## config.mk

```make
export PLATFORM = sky130hd
export DESIGN_NAME = led_frame_writer
export DESIGN_NICKNAME = d
export VERILOG_FILES = /design/src/rtl/led_pkg.sv /design/src/rtl/led_scan_timer.sv /design/src/rtl/led_frame_writer.sv
export SDC_FILE = /design/constraint.sdc
export NUM_CORES = 1
export LEC_CHECK = 0
export ABC_AREA = 0
export CAP_MARGIN = 30
export CORE_MARGIN = 3
export CORE_UTILIZATION = 40
export DETAILED_ROUTE_END_ITERATION = 8
export PLACE_DENSITY = 0.66
export SYNTH_ARGS = -nofsm -noshare
export SYNTH_HDL_FRONTEND = slang
export SYNTH_SLANG_ARGS = --single-unit
export TNS_END_PERCENT = 5
```

## constraint.sdc

```tcl
create_clock -name CLOCK -period 2.25 [get_ports CLOCK]
set_input_delay 0.45 -clock CLOCK [delete_from_list [all_inputs] [get_ports CLOCK]]
set_output_delay 0.45 -clock CLOCK [all_outputs]
set_load 0.02 [all_outputs]
```

## src/rtl/led_pkg.sv

```systemverilog
// Shared constants for the LED frame writer.
//   NUM_LANES   : lanes (columns) in the arrow field
//   NUM_ROWS    : rows per lane; notes enter row 0 and leave after row NUM_ROWS-1
//   HIT_ROW     : row judged against the lane buttons
//   FRAME_W     : width of the frame bus (32 green + 4 orange)
//   ORANGE_BASE : frame index of the orange bit for lane 0
//   frame_idx() : frame bit index of green lane/row
package led_pkg;

  localparam int NUM_LANES   = 4;
  localparam int NUM_ROWS    = 8;
  localparam int HIT_ROW     = 6;
  localparam int FRAME_W     = 36;
  localparam int ORANGE_BASE = 32;
  localparam int ROW_W       = 3;

  typedef logic [NUM_LANES-1:0] lane_mask_t;
  typedef logic [NUM_LANES-1:0][NUM_ROWS-1:0] field_t;

  function automatic int frame_idx(input int lane, input int row);
    return lane * NUM_ROWS + row;
  endfunction

endpackage

```

## src/rtl/led_scan_timer.sv

```systemverilog
// Row-scan timer for the LED array driver.
//   CLOCK : system clock
//   RESET : synchronous, active-high reset
//   COUNT : current scan row 0..7 (bit 3 is always 0)
//   fb    : one-cycle strobe in the cycle whose closing edge wraps COUNT 7->0
// Parameter SCAN_DIV (>=2) is the number of clock cycles each row is shown.
module led_scan_timer
  import led_pkg::*;
#(
  parameter int SCAN_DIV = 1000
) (
  input  logic       CLOCK,
  input  logic       RESET,
  output logic [3:0] COUNT,
  output logic       fb
);

  localparam int PW = $clog2(SCAN_DIV);

  if (SCAN_DIV < 2) begin : g_bad_scan_div
    $error("led_scan_timer: SCAN_DIV must be >= 2");
  end

  logic [PW-1:0]    pre;
  logic [ROW_W-1:0] row;
  logic             tc;

  assign tc    = (pre == PW'(SCAN_DIV - 1));
  assign fb    = tc && (row == ROW_W'(NUM_ROWS - 1));
  assign COUNT = {1'b0, row};

  // NOTE: state registers use non-blocking assignments so every flop samples
  // the pre-edge values, independent of statement order.
  always_ff @(posedge CLOCK) begin
    if (RESET) begin
      pre <= '0;
      row <= '0;
    end else if (tc) begin
      pre <= '0;
      row <= row + 1'b1;  // 3-bit row wraps 7->0 on its own
    end else begin
      pre <= pre + 1'b1;
    end
  end

endmodule

```

## src/rtl/led_frame_writer.sv

```systemverilog
// Writer end of the LED scan interface: keeps a 4-lane x 8-row scrolling note
// field, accepts note masks from the sequencer, judges button presses at the
// hit row and publishes a tear-free 36-bit frame once per scan.
//   CLOCK      : system clock
//   RESET      : synchronous, active-high reset
//   note_valid : sequencer offers note_lane
//   note_lane  : lane mask of the offered note (bit c = lane c)
//   note_ready : writer can take a note this cycle (nothing pending)
//   btn        : one-cycle press pulses per lane
//   COUNT      : current scan row 0..7
//   frame      : [c*8+r] green lane c row r, [32+c] orange lane c
//   hit_pulse  : registered, high the cycle after a judged hit
//   miss_pulse : registered, high the cycle after a note scrolls out of row 7
// Build option LED_FRAME_HIT_FLASH_EN: orange bit c is a flash that stays lit
// for FLASH_FRMS frames after a hit on lane c. Without it, orange bit c shows
// any press of btn[c] seen since the previous frame boundary.
module led_frame_writer
  import led_pkg::*;
#(
  parameter int SCAN_DIV    = 1000,
  parameter int SCROLL_FRMS = 16,
  parameter int FLASH_FRMS  = 4
) (
  input  logic                 CLOCK,
  input  logic                 RESET,
  input  logic                 note_valid,
  input  logic [NUM_LANES-1:0] note_lane,
  output logic                 note_ready,
  input  logic [NUM_LANES-1:0] btn,
  output logic [3:0]           COUNT,
  output logic [FRAME_W-1:0]   frame,
  output logic [NUM_LANES-1:0] hit_pulse,
  output logic [NUM_LANES-1:0] miss_pulse
);

  localparam int SW = (SCROLL_FRMS > 1) ? $clog2(SCROLL_FRMS) : 1;

  if (SCROLL_FRMS < 1) begin : g_bad_scroll
    $error("led_frame_writer: SCROLL_FRMS must be >= 1");
  end
  if (FLASH_FRMS < 1) begin : g_bad_flash
    $error("led_frame_writer: FLASH_FRMS must be >= 1");
  end

  logic       fb;
  logic       step;
  field_t     field, field_next;
  lane_mask_t pending;
  lane_mask_t hit_now, miss_now;
  lane_mask_t orange;
  logic [SW-1:0] scroll_cnt;

  led_scan_timer #(
    .SCAN_DIV(SCAN_DIV)
  ) u_scan (
    .CLOCK(CLOCK),
    .RESET(RESET),
    .COUNT(COUNT),
    .fb   (fb)
  );

  assign step       = fb && (scroll_cnt == SW'(SCROLL_FRMS - 1));
  assign note_ready = (pending == '0);

  // Judge first, then scroll: a bit hit in the step cycle is already cleared
  // and cannot reach row 7 or produce a miss.
  // NOTE: every output of this block gets a default before any branch, so no
  // path leaves a signal unassigned and no latch is inferred.
  always_comb begin
    field_next = field;
    hit_now    = '0;
    miss_now   = '0;
    for (int c = 0; c < NUM_LANES; c++) begin
      hit_now[c] = btn[c] & field[c][HIT_ROW];
      if (hit_now[c]) field_next[c][HIT_ROW] = 1'b0;
    end
    if (step) begin
      for (int c = 0; c < NUM_LANES; c++) begin
        miss_now[c]   = field_next[c][NUM_ROWS-1];
        field_next[c] = {field_next[c][NUM_ROWS-2:0], pending[c]};
      end
    end
  end

  always_ff @(posedge CLOCK) begin
    if (RESET) begin
      // NOTE: the field is a small flop array, not a RAM, so it is cleared by
      // reset together with the rest of the state.
      field      <= '0;
      pending    <= '0;
      scroll_cnt <= '0;
      frame      <= '0;
      hit_pulse  <= '0;
      miss_pulse <= '0;
    end else begin
      field      <= field_next;
      hit_pulse  <= hit_now;
      miss_pulse <= miss_now;
      if (fb) scroll_cnt <= step ? '0 : scroll_cnt + 1'b1;
      // A step empties pending; a same-cycle transfer (possible only because
      // pending was already empty) refills it and wins.
      if (step) pending <= '0;
      if (note_valid && note_ready) pending <= note_lane;
      // Green comes from the post-step field so a note appears in row 0 at the
      // very boundary of its step; orange reflects state held up to the edge.
      if (fb) frame <= {orange, field_next};
    end
  end

`ifdef LED_FRAME_HIT_FLASH_EN
  localparam int FW = $clog2(FLASH_FRMS + 1);

  logic [NUM_LANES-1:0][FW-1:0] flash_cnt;

  always_ff @(posedge CLOCK) begin
    if (RESET) begin
      flash_cnt <= '0;
    end else begin
      for (int c = 0; c < NUM_LANES; c++) begin
        if (hit_now[c])                   flash_cnt[c] <= FW'(FLASH_FRMS);
        else if (fb && flash_cnt[c] != '0) flash_cnt[c] <= flash_cnt[c] - 1'b1;
      end
    end
  end

  always_comb begin
    orange = '0;
    for (int c = 0; c < NUM_LANES; c++) orange[c] = (flash_cnt[c] != '0);
  end
`else
  lane_mask_t press;

  // Presses are collected until the next boundary shows them; a press in the
  // boundary cycle itself is kept for the following frame.
  always_ff @(posedge CLOCK) begin
    if (RESET) press <= '0;
    else       press <= (fb ? '0 : press) | btn;
  end

  assign orange = press;
`endif

endmodule

```

# Word-level counts from Yosys, hierarchy flattened
# Cells that the tools add are included.
# totals
register_bits,101
input_bits,11
output_inout_bits,49
word_cells,40
# op_classes
add_sub_neg,3
n_eq_ne,3
n_mux,9
bitwise_logic,6
n_reduce_logical,7
# ops
operator,n
$mux 32,1
$mux 4,4
$add 10x1->10 const B,1
$eq 10x10->1 const B,1
$add 4x1->4 const B,1
$and 1x1->1,4
$eq 4x4->1 const B,1
$logic_not 4->1,1
$mux 1,4
$or 4x4->4,1
$reduce_or 2->1,2
$add 3x1->3 const B,1
$eq 3x3->1 const B,1
$logic_and 1x1->1,3
$reduce_bool 2->1,1
$not 1->1,1

# Longest topological paths before layout
# Gate-level depths: netlist (run 1).
# logic_depth
ltp_word,5
depth_mapped,7
ltp_nobuf,5

# Cells and area by module
# Synthesis (run 1) repeated with hierarchy kept, for this count alone.
# hier_totals
hier_cells,360
hier_area_um2,3639.7
# by_module_without_submodules
mod,instances,cells_per_inst,area_each_um2,seq_area_each_um2
led_frame_writer,1,295,3045.4,1761.7
led_scan_timer,1,65,594.3,260.2

# Worst setup path after synthesis (run 1)
# No wires, ideal clock.
# synth_path
path_type,flip-flop to flip-flop
from,register u_scan.row[0]
to,register frame[10]
setup_ns,0.121
arrival_time_ns,1.914
required_ns,2.129
setup_slack_ns,0.215
path_stages_with_launch,8
path_buffers,2
synth_period_minus_slack_ns,2.035
cell_sequence,dfxtp_1 ha_1 ha_1 nand4_1 buf_2 clkbuf_1 mux2i_1 o22ai_2
# synth_via
elab_chain_cells,4
# synth_lines
element,line,text
start: declaration,led_scan_timer.sv:25,logic [ROW_W-1:0] row;
start signal: assignment,led_scan_timer.sv:40,row <= row + 1'b1;
$eq 3x3->1 *,led_scan_timer.sv:29,assign fb = tc && (row == ROW_W'(NUM_ROWS - 1));
$logic_and 1x1->1 *,led_scan_timer.sv:29,
$logic_and 1x1->1,led_frame_writer.sv:62,assign step = fb && (scroll_cnt == SW'(SCROLL_FRMS - 1));
$mux 32,led_frame_writer.sv:77,if (step) begin
end signal: assignment,led_frame_writer.sv:106,"if (fb) frame <= {orange, field_next};"
end: declaration,led_frame_writer.sv:31,"output logic [FRAME_W-1:0] frame,"
# Every way passes the cells marked *; elsewhere a longest branch is shown, timed or not.
# A chain may end at the register's enable or synchronous reset.

# Final worst setup path (run 1)
# layout_path
from,register u_scan.pre[0]
to,register frame[29]
# layout_via
elab_chain_cells,4
# layout_lines
element,line,text
start: declaration,led_scan_timer.sv:24,logic [PW-1:0] pre;
start signal: assignment,led_scan_timer.sv:42,pre <= pre + 1'b1;
$eq 10x10->1 *,led_scan_timer.sv:28,assign tc = (pre == PW'(SCAN_DIV - 1));
$logic_and 1x1->1 *,led_scan_timer.sv:29,
$logic_and 1x1->1,led_frame_writer.sv:62,
$mux 32,led_frame_writer.sv:77,
# Marks and branches as above.

==> results of run 1 <==
[repair_timing]
action,4_1_cts,5_1_grt
buffers inserted,0,0
gates resized for setup,1,1
setup endpoints to repair,1,2
[Yosys cell counts (2+ instances only)]
cell type / count / area share, %
buf_6: 4 / 1.1
buf_4: 6 / 1.1
o22ai_2: 20 / 5.9
nand3_1: 3 / 0.36
or3_1: 5 / 0.74
xor2_1: 2 / 0.42
o21ai_0: 5 / 0.59
nor2_1: 10 / 0.89
o2bb2ai_1: 7 / 1.5
nand4_1: 5 / 0.74
nor4_1: 6 / 0.89
mux2_2: 3 / 0.80
a21oi_1: 5 / 0.59
nor2b_1: 8 / 1.2
o22ai_1: 12 / 1.8
ha_1: 4 / 1.2
clkbuf_1: 15 / 1.3
inv_1: 3 / 0.27
buf_2: 4 / 0.48
mux2i_1: 67 / 16
a31o_2: 3 / 0.62
nand2_1: 79 / 7.0
dfxtp_1: 101 / 48
and3_1: 9 / 1.3
o31ai_1: 2 / 0.36
nand2b_1: 5 / 0.74
[cell type report]
cell class                 count  area (um^2)  area share [%]
timing repair buffer          76          727            14.2
clock buffer                  10          138            2.68
tap                          133          166            3.25
sequential                   101         2020            39.4
clock inverter                 6         47.5           0.928
inverter                       3         11.3           0.220
multi-input combinational    276         2010            39.3
[final timing paths]
| kind | from | to | slack (ns) | cells past startpoint |
|---|---|---|---|---|
| max | u_scan.pre[0]$_SDFF_PP0_ | frame[29]$_SDFFE_PP0P_ | 0.13 | 4 |
| min | u_scan.pre[0]$_SDFF_PP0_ | u_scan.pre[0]$_SDFF_PP0_ | 0.46 | 1 |
| max reg2reg | u_scan.pre[0]$_SDFF_PP0_ | frame[29]$_SDFFE_PP0P_ | 0.13 | 4 |
| min reg2reg | u_scan.pre[0]$_SDFF_PP0_ | u_scan.pre[0]$_SDFF_PP0_ | 0.46 | 1 |
[metrics by stage]
stage / setup slack [ns] / area [um^2] / hold WS (ns) / cells
after floorplan: 0.215 / 4210 / 0.418 / 410
after global placement: 0.143 / 4940 / 0.430 / 589
after detailed placement: 0.111 / 4940 / 0.448 / 589
after CTS: 0.0621 / 5120 / 0.462 / 605
after global routing: 0.0337 / 5130 / 0.485 / 605
final: 0.134 / 5130 / 0.458 / 605
[logic make-up (layout without fill, tap and decap cells)]
kind of cell	count (synthesis)	count (layout)
mux	70	70
fa+ha+maj	4	4
other cells	1	1
buf+inv	33	95
simple gates	140	140
flops	101	101
xor+xnor	3	3
compound gates	58	58
[critical path, stage by stage, from the launching register on]
cell	delay (ns)
dfxtp_1	0.37
ha_1	0.28
nand4bb_4	0.26
or4_4	0.83
o22ai_1	0.27
[power groups by stage]
stage | Combinational [mW] | Clock (mW) | Sequential, mW
final | 0.117 | 1.08 | 1.82
after global placement | 0.119 | 0 | 1.86
after CTS | 0.117 | 1.11 | 1.82
after detailed placement | 0.120 | 0 | 1.86
after global routing | 0.129 | 1.19 | 1.82
after floorplan | 0.0680 | 0 | 1.86
[routing by layer]
| layer | vias to the layer above | GRT usage, % | wire length (um) |
|---|---|---|---|
| li1 | 1578 | - | - |
| met1 | 1468 | 22.4 | 4610 |
| met2 | 61 | 25.0 | 4030 |
| met3 | 7 | 2.78 | 272 |
| met4 | 0 | 6.58 | 73 |
| met5 | - | 0 | 0 |
[state kept, by name (all words and copies together), names as in the netlist]
signal / count
field: 32
u_scan.row: 3
miss_pulse: 4
scroll_cnt: 4
frame: 36
u_scan.pre: 10
pending: 4
hit_pulse: 4
orange: 4
==> flow_metrics.tcl, run 1 <==
set metrics [dict create \
    layout_common_cells "dfxtp_1, nand2_1, mux2i_1" \
    arrival_ns 2.39 \
    wl_per_cell_um 14.9 \
    portBuffers 58 \
    firstDrtPassIters 4 \
    finalHoldViolations 0 \
    cts.sinks 101 \
    yosys_warnings 0 \
    period_share_pct 94.1 \
    fp.dieW_um 109 \
    rsz0062_at_grt "no" \
    htreeDepth 3 \
    drive_gt1_share_pct 14.2 \
    p_sw_share_pct 23.9 \
    n_fill_cell 981 \
    viasPerCell 5.15 \
    maxCapViolCount 0 \
    dominantRegCellSynth "dfxtp_1" \
    hpwl_um 6120 \
    synth-xor-area-share_pct 0.624 \
    num_io_pins 60 \
    drt-initial-drc-count 109 \
    finClkSkew_ns 0.0112 \
    combPwrFrac_pct 3.9 \
    layout_commonest_cell "dfxtp_1" \
    cp.required_ns 2.53 \
    areaGrowthSynthToFinish_pct 21.6 \
    rows 36 \
    initial_core_util_pct 42.1 \
    cts_buffers 9 \
    drc 0 \
    ir_drop_mv 0.357 \
    min_period_ns 2.12 \
    internal_power_mw 2.30 \
    fin_setup_tns_ns 0 \
    power_mw 3.02 \
    slew_headroom_pct 63.0 \
    hold_buffers 0 \
    die_area_mm2 0.0118 \
    root_buffer "clkbuf_8" \
    synth-compound-area-share_pct 12.2 \
    finalMaxSlewViolations 0 \
    p_sw_mw 0.720 \
    pwr-share-seq_pct 60.3 \
    synthMuxAreaShare_pct 16.7 \
    vias 3114 \
    synthAdderAreaFrac_pct 1.19 \
    synth_top_family_by_area "simple AND/OR/NAND/NOR gates" \
    cts_tree "done" \
    powerDensity_mw_per_mm2 588 \
    yosys_register_bits 101 \
    synth-edff-count 0 \
    seq_area_frac_synth_pct 48.0 \
    status "finished clean" \
    avgSynthCellArea_um2 10.3 \
    core_mm2 0.0100 \
    clk_path_buf_depth 2 \
    path_clk_slew_ns 0.10 \
    overflow 0 \
    synthArstFlopShare_pct 0 \
    grt_pass1_vias 3151 \
    cp-start-kind "flop" \
    synth_area_mm2 0.00421 \
    synthSimpleGateAreaFrac_pct 16.9 \
    cp_max_fo 32 \
    p_clk_share_pct 35.8 \
    worstSkewPairLatency_ns 0.36 \
    synth_nets 425 \
    yosysUniqueCellTypes 43 \
    grt_max_degree 36 \
    max_freq_mhz 473 \
    worst_pin_slew_ns 0.551 \
    crit_type "flop to flop" \
    place.gp.congestion 0.762 \
    end_kind "flop" \
    ant_nets 0 \
    n_antenna_cell 0 \
    drt-total-wl_um 8990 \
    final_util_pct 51.3 \
    antenna_found_initial 0 \
    holdCritPathClass "flop to flop" \
    fin_nets 482 \
    syn_inst 410 \
    die_height_um 109 \
    grt_first_pass_wirelength_um 15300 \
    p_leak_nw 1.98 \
    gr-usage-all-layers_pct 16.2 \
    setup_viol 0 \
]
Power figures use the tool's default switching activity.
==> run 2: changes to the inputs <==
Settings changed: CORE_UTILIZATION 40 to 35, PLACE_DENSITY 0.66 to 0.59.
Clock period 2.25 ns to 2.2 ns, I/O delays scaled along.
==> flow_metrics.tcl, run 2 (synthesized netlist as in run 1, its figures left out) <==
set metrics [dict create \
    status "finished clean" \
    hold_buffers 0 \
    end_kind "flop" \
    maxCapViolCount 0 \
    firstDrtPassIters 4 \
    antenna_found_initial 0 \
    htreeDepth 3 \
    grt_first_pass_wirelength_um 15600 \
    cp.required_ns 2.45 \
    period_share_pct 92.4 \
    max_freq_mhz 492 \
    min_period_ns 2.03 \
    whs_path_depth 1 \
    slew_headroom_pct 40.7 \
    vias 3158 \
    reg2reg_from "u_scan.pre[0]$_SDFF_PP0_" \
    rows 39 \
    hpwl_um 6420 \
    worst_path_max_delay_cell "or4_4" \
    fin_setup_tns_ns 0 \
    ir_drop_mv 0.322 \
    hp-start "u_scan.pre[0]$_SDFF_PP0_" \
    grt_max_degree 36 \
    max_stage_delay_ns 0.82 \
    fp.dieW_um 116 \
    arrival_ns 2.29 \
    place_ws_ns 0.0617 \
    cp_max_fo 32 \
    reg2reg_to "frame[30]$_SDFFE_PP0P_" \
    cts_tree "done" \
    crit_type "flop to flop" \
    gr-usage-all-layers_pct 14.5 \
    overflow 0 \
    drc 0 \
    root_buffer "clkbuf_16" \
    setup_ws_ns 0.166 \
    largest_reg_flops 36 \
    powerDensity_mw_per_mm2 661 \
    core_mm2 0.0116 \
    die_height_um 116 \
    rsz0062_at_grt "no" \
    cts_buffers 9 \
    initial_core_util_pct 36.3 \
    worstSkewPairLatency_ns 0.34 \
    num_io_pins 60 \
    die_area_mm2 0.0134 \
    n_antenna_cell 0 \
    areaGrowthSynthToFinish_pct 24.8 \
    rrSetupSlack_ns 0.17 \
    layout_commonest_cell "dfxtp_1" \
    p_leak_nw 2.03 \
    fin_nets 480 \
    grt_pass1_vias 3172 \
    reg.largest.list "frame x36, field x32, u_scan.pre x10" \
    holdPathEnd "u_scan.pre[0]$_SDFF_PP0_" \
    viasPerCell 5.15 \
    crit_chain "ha_1, nand4bb_4, or4_4, o22ai_1" \
    portBuffers 58 \
    drive_gt1_share_pct 13.4 \
    drt-initial-drc-count 114 \
    setup_viol 0 \
    wl_per_cell_um 15.2 \
    reg2reg_depth 4 \
    worst_pin_slew_ns 0.882 \
    critPathLaunch "u_scan.pre[0]$_SDFF_PP0_" \
    path_clk_slew_ns 0.07 \
    ant_nets 0 \
    layout_common_cells "dfxtp_1, nand2_1, mux2i_1" \
    max_flop_register "frame" \
    holdCritPathClass "flop to flop" \
    finalMaxSlewViolations 0 \
    final_util_pct 45.3 \
    place.gp.congestion 0.816 \
    finalHoldViolations 0 \
    drt-total-wl_um 9320 \
    cp-start-kind "flop" \
    finClkSkew_ns 0.00820 \
    clk_path_buf_depth 2 \
    cts.sinks 101 \
    hold_ws_ns 0.446 \
]
==> run 2: cell count changes in the layout (fill, tap and decap cells not counted), sizes merged <==
cell          change
clkinv            -1
dlymetal6s2s      +1
dlygate4sd2       -1
clkbuf            +3
clkinvlp          -1
buf               -2
inv               -1
==> run 2: worst max-delay path by stage <==
stage	endpoint	slack, ns	cells past startpoint
global placement	field[3]$_SDFF_PP0_	0.11	5
CTS	note_ready	0.03	2
floorplan	frame[10]$_SDFFE_PP0P_	0.17	7
global route	field[27]$_SDFF_PP0_	0.01	6
finish	frame[30]$_SDFFE_PP0P_	0.17	4
detailed placement	frame[30]$_SDFFE_PP0P_	0.06	4
==> run 2: cell type report <==
type / count / area (um^2)
clock buffer: 13 / 260
inverter: 3 / 11.3
sequential: 101 / 2020
fill: 1101 / 6350
timing repair buffer: 74 / 753
clock inverter: 3 / 20.0
tap: 143 / 179
multi-input combinational: 276 / 2010
==> run 2: critical path, delay by kind of cell (launching register included) <==
family,cells,cell delay (ns)
DFF,1,0.35
AOI/OAI and AO/OA,1,0.26
and+or+nand+nor,2,1.02
adders and majority gates,1,0.30
==> run 2: layer usage <==
metal  up-vias  GRT usage (%)  wire length, um  part of all wire (%)
met5         -              0                0                     0
met1      1521           19.7             4560                    49
met4         0           3.94               67                  0.72
met2        62           23.1             4330                    46
li1       1568              -                -                     -
met3         7           3.76              367                   3.9
==> run 2: timing repair <==
action | 4_1_cts | 5_1_grt
setup buffers | 0 | 0
setup endpoints to repair | 0 | 6
resized for setup | 0 | 2
==> run 2: stage by stage <==
stage          power [mW]  instance area (um^2)  cells
2_1_floorplan        1.97                  4210    410
3_3_place_gp         2.03                  4970    597
3_5_place_dp         2.03                  4970    597
4_1_cts              3.52                  5250    613
5_1_grt              3.61                  5260    613
6_report             3.48                  5260    613
==> run 2: report_power, final <==
part / internal [mW] / switching [mW]
clock network: 0.829 / 0.664
logic: 0.0560 / 0.0694
registers: 1.85 / 0.0135
total: 2.73 / 0.747
==> run 3: changes to the inputs <==
Settings changed: DONT_BUFFER_PORTS set to 1, PLACE_DENSITY 0.59 to 0.53.
==> flow_metrics.tcl, run 3 (synthesized netlist as in run 1, its figures left out) <==
set metrics [dict create \
    holdPathEnd "u_scan.pre[4]$_SDFF_PP0_" \
    drt-initial-drc-count 145 \
    ir_drop_mv 0.361 \
    portBuffers 0 \
    reg2reg_depth 5 \
    worst_path_max_delay_cell "or3_1" \
    largest_reg_flops 36 \
    min_period_ns 1.99 \
    reg2reg_from "u_scan.row[0]$_SDFFE_PP0P_" \
    powerDensity_mw_per_mm2 779 \
    rows 39 \
    rrSetupSlack_ns 0.21 \
    reg.largest.list "frame x36, field x32, u_scan.pre x10" \
    crit_family "simple AND/OR/NAND/NOR gates" \
    whs_path_depth 1 \
    layout_common_cells "dfxtp_1, nand2_1, mux2i_1" \
    p_leak_nw 1.87 \
    antenna_found_initial 0 \
    rsz0062_at_grt "no" \
    worstSkewPairLatency_ns 0.34 \
    initial_core_util_pct 36.3 \
    root_buffer "clkbuf_16" \
    finClkSkew_ns 0.00877 \
    finalMaxSlewViolations 0 \
    fin_nets 425 \
    max_flop_register "frame" \
    place.gp.congestion 0.769 \
    hp-start "RESET" \
    end_kind "flop" \
    fp.dieW_um 116 \
    overflow 0 \
    drt-total-wl_um 8900 \
    cp-start-kind "flop" \
    clk_path_buf_depth 2 \
    finalHoldViolations 0 \
    worst_pin_slew_ns 0.507 \
    vias 2893 \
    setup_viol 0 \
    wl_per_cell_um 15.9 \
    viasPerCell 5.18 \
    maxCapViolCount 0 \
    cp_max_fo 6 \
    path_clk_slew_ns 0.06 \
    die_height_um 116 \
    period_share_pct 90.7 \
    n_fill_cell 1168 \
    hpwl_um 6070 \
    layout_commonest_cell "dfxtp_1" \
    grt_pass1_vias 2946 \
    crit_type "flop to flop" \
    crit_path_frequent_cell "ha_1" \
    crit_chain "ha_1, ha_1, nand4_1, or3_1, a31o_2" \
    arrival_ns 2.22 \
    slew_headroom_pct 66.2 \
    gr-usage-all-layers_pct 14.2 \
    areaGrowthSynthToFinish_pct 12.3 \
    htreeDepth 3 \
    grt_max_degree 35 \
    n_antenna_cell 0 \
    num_io_pins 60 \
    hold_buffers 0 \
    max_stage_delay_ns 0.54 \
    status "finished clean" \
    holdCritPathClass "input pin to flop" \
    firstDrtPassIters 4 \
    cts.sinks 101 \
    cts_buffers 9 \
    fin_setup_tns_ns 0 \
    hold_ws_ns 0.173 \
    cp.required_ns 2.43 \
    cts_tree "done" \
    drive_gt1_share_pct 16.4 \
    ant_nets 0 \
    reg2reg_to "frame[33]$_SDFFE_PP0P_" \
    core_mm2 0.0116 \
    path_buf_inv 0 \
    grt_first_pass_wirelength_um 15000 \
    die_area_mm2 0.0134 \
    max_freq_mhz 501 \
    drc 0 \
]
[run 3: what timing repair did]
item | in CTS | in global routing
setup endpoints to repair | 0 | 5
gates resized for setup | 0 | 2
setup buffers | 0 | 1
[run 3: layer usage]
metal	up-vias	share of wire (%)	GRT usage, %	wire length (um)
met2	57	45	22.1	4040
li1	1471	-	-	-
met1	1356	47	18.5	4140
met4	0	1.2	4.25	104
met3	9	6.8	5.12	608
met5	-	0	0	0
[run 3: worst max path at each step]
stage,slack (ns),startpoint,to,cells after the start
floorplan,0.17,u_scan.row[0]$_SDFFE_PP0P_,frame[10]$_SDFFE_PP0P_,7
global placement,0.22,u_scan.row[0]$_SDFFE_PP0P_,field[31]$_SDFF_PP0_,5
detailed placement,0.14,u_scan.row[0]$_SDFFE_PP0P_,field[15]$_SDFF_PP0_,5
CTS,0.13,u_scan.row[0]$_SDFFE_PP0P_,field[15]$_SDFF_PP0_,5
global route,0.02,u_scan.row[1]$_SDFFE_PP0P_,field[9]$_SDFF_PP0_,6
finish,0.21,u_scan.row[0]$_SDFFE_PP0P_,frame[33]$_SDFFE_PP0P_,5
[run 3: metrics by stage]
stage	setup WS, ns	std cells	utilization [%]	cell area [um^2]	total power [mW]
finish	0.205	558	40.8	4730	3.69
global route	0.0209	558	40.8	4730	3.82
CTS	0.133	557	40.6	4720	3.74
detailed placement	0.138	541	37.7	4380	2.00
global placement	0.221	541	37.7	4380	2.00
floorplan	0.165	410	-	4210	1.97
[run 3: power by group]
group	total, mW	internal [mW]	switching [mW]
Clock	1.73	1.06	0.673
Combinational	0.0923	0.0348	0.0575
Sequential	1.86	1.85	0.0130
[run 3: layout make-up]
cell class                 instances  area [um^2]  share of cell area [%]
clock inverter                     5         82.6                    1.74
inverter                           3         11.3                   0.238
timing repair buffer              19          171                    3.62
sequential                       101         2020                    42.7
multi-input combinational        276         2010                    42.6
tap                              143          179                    3.78
clock buffer                      11          253                    5.34
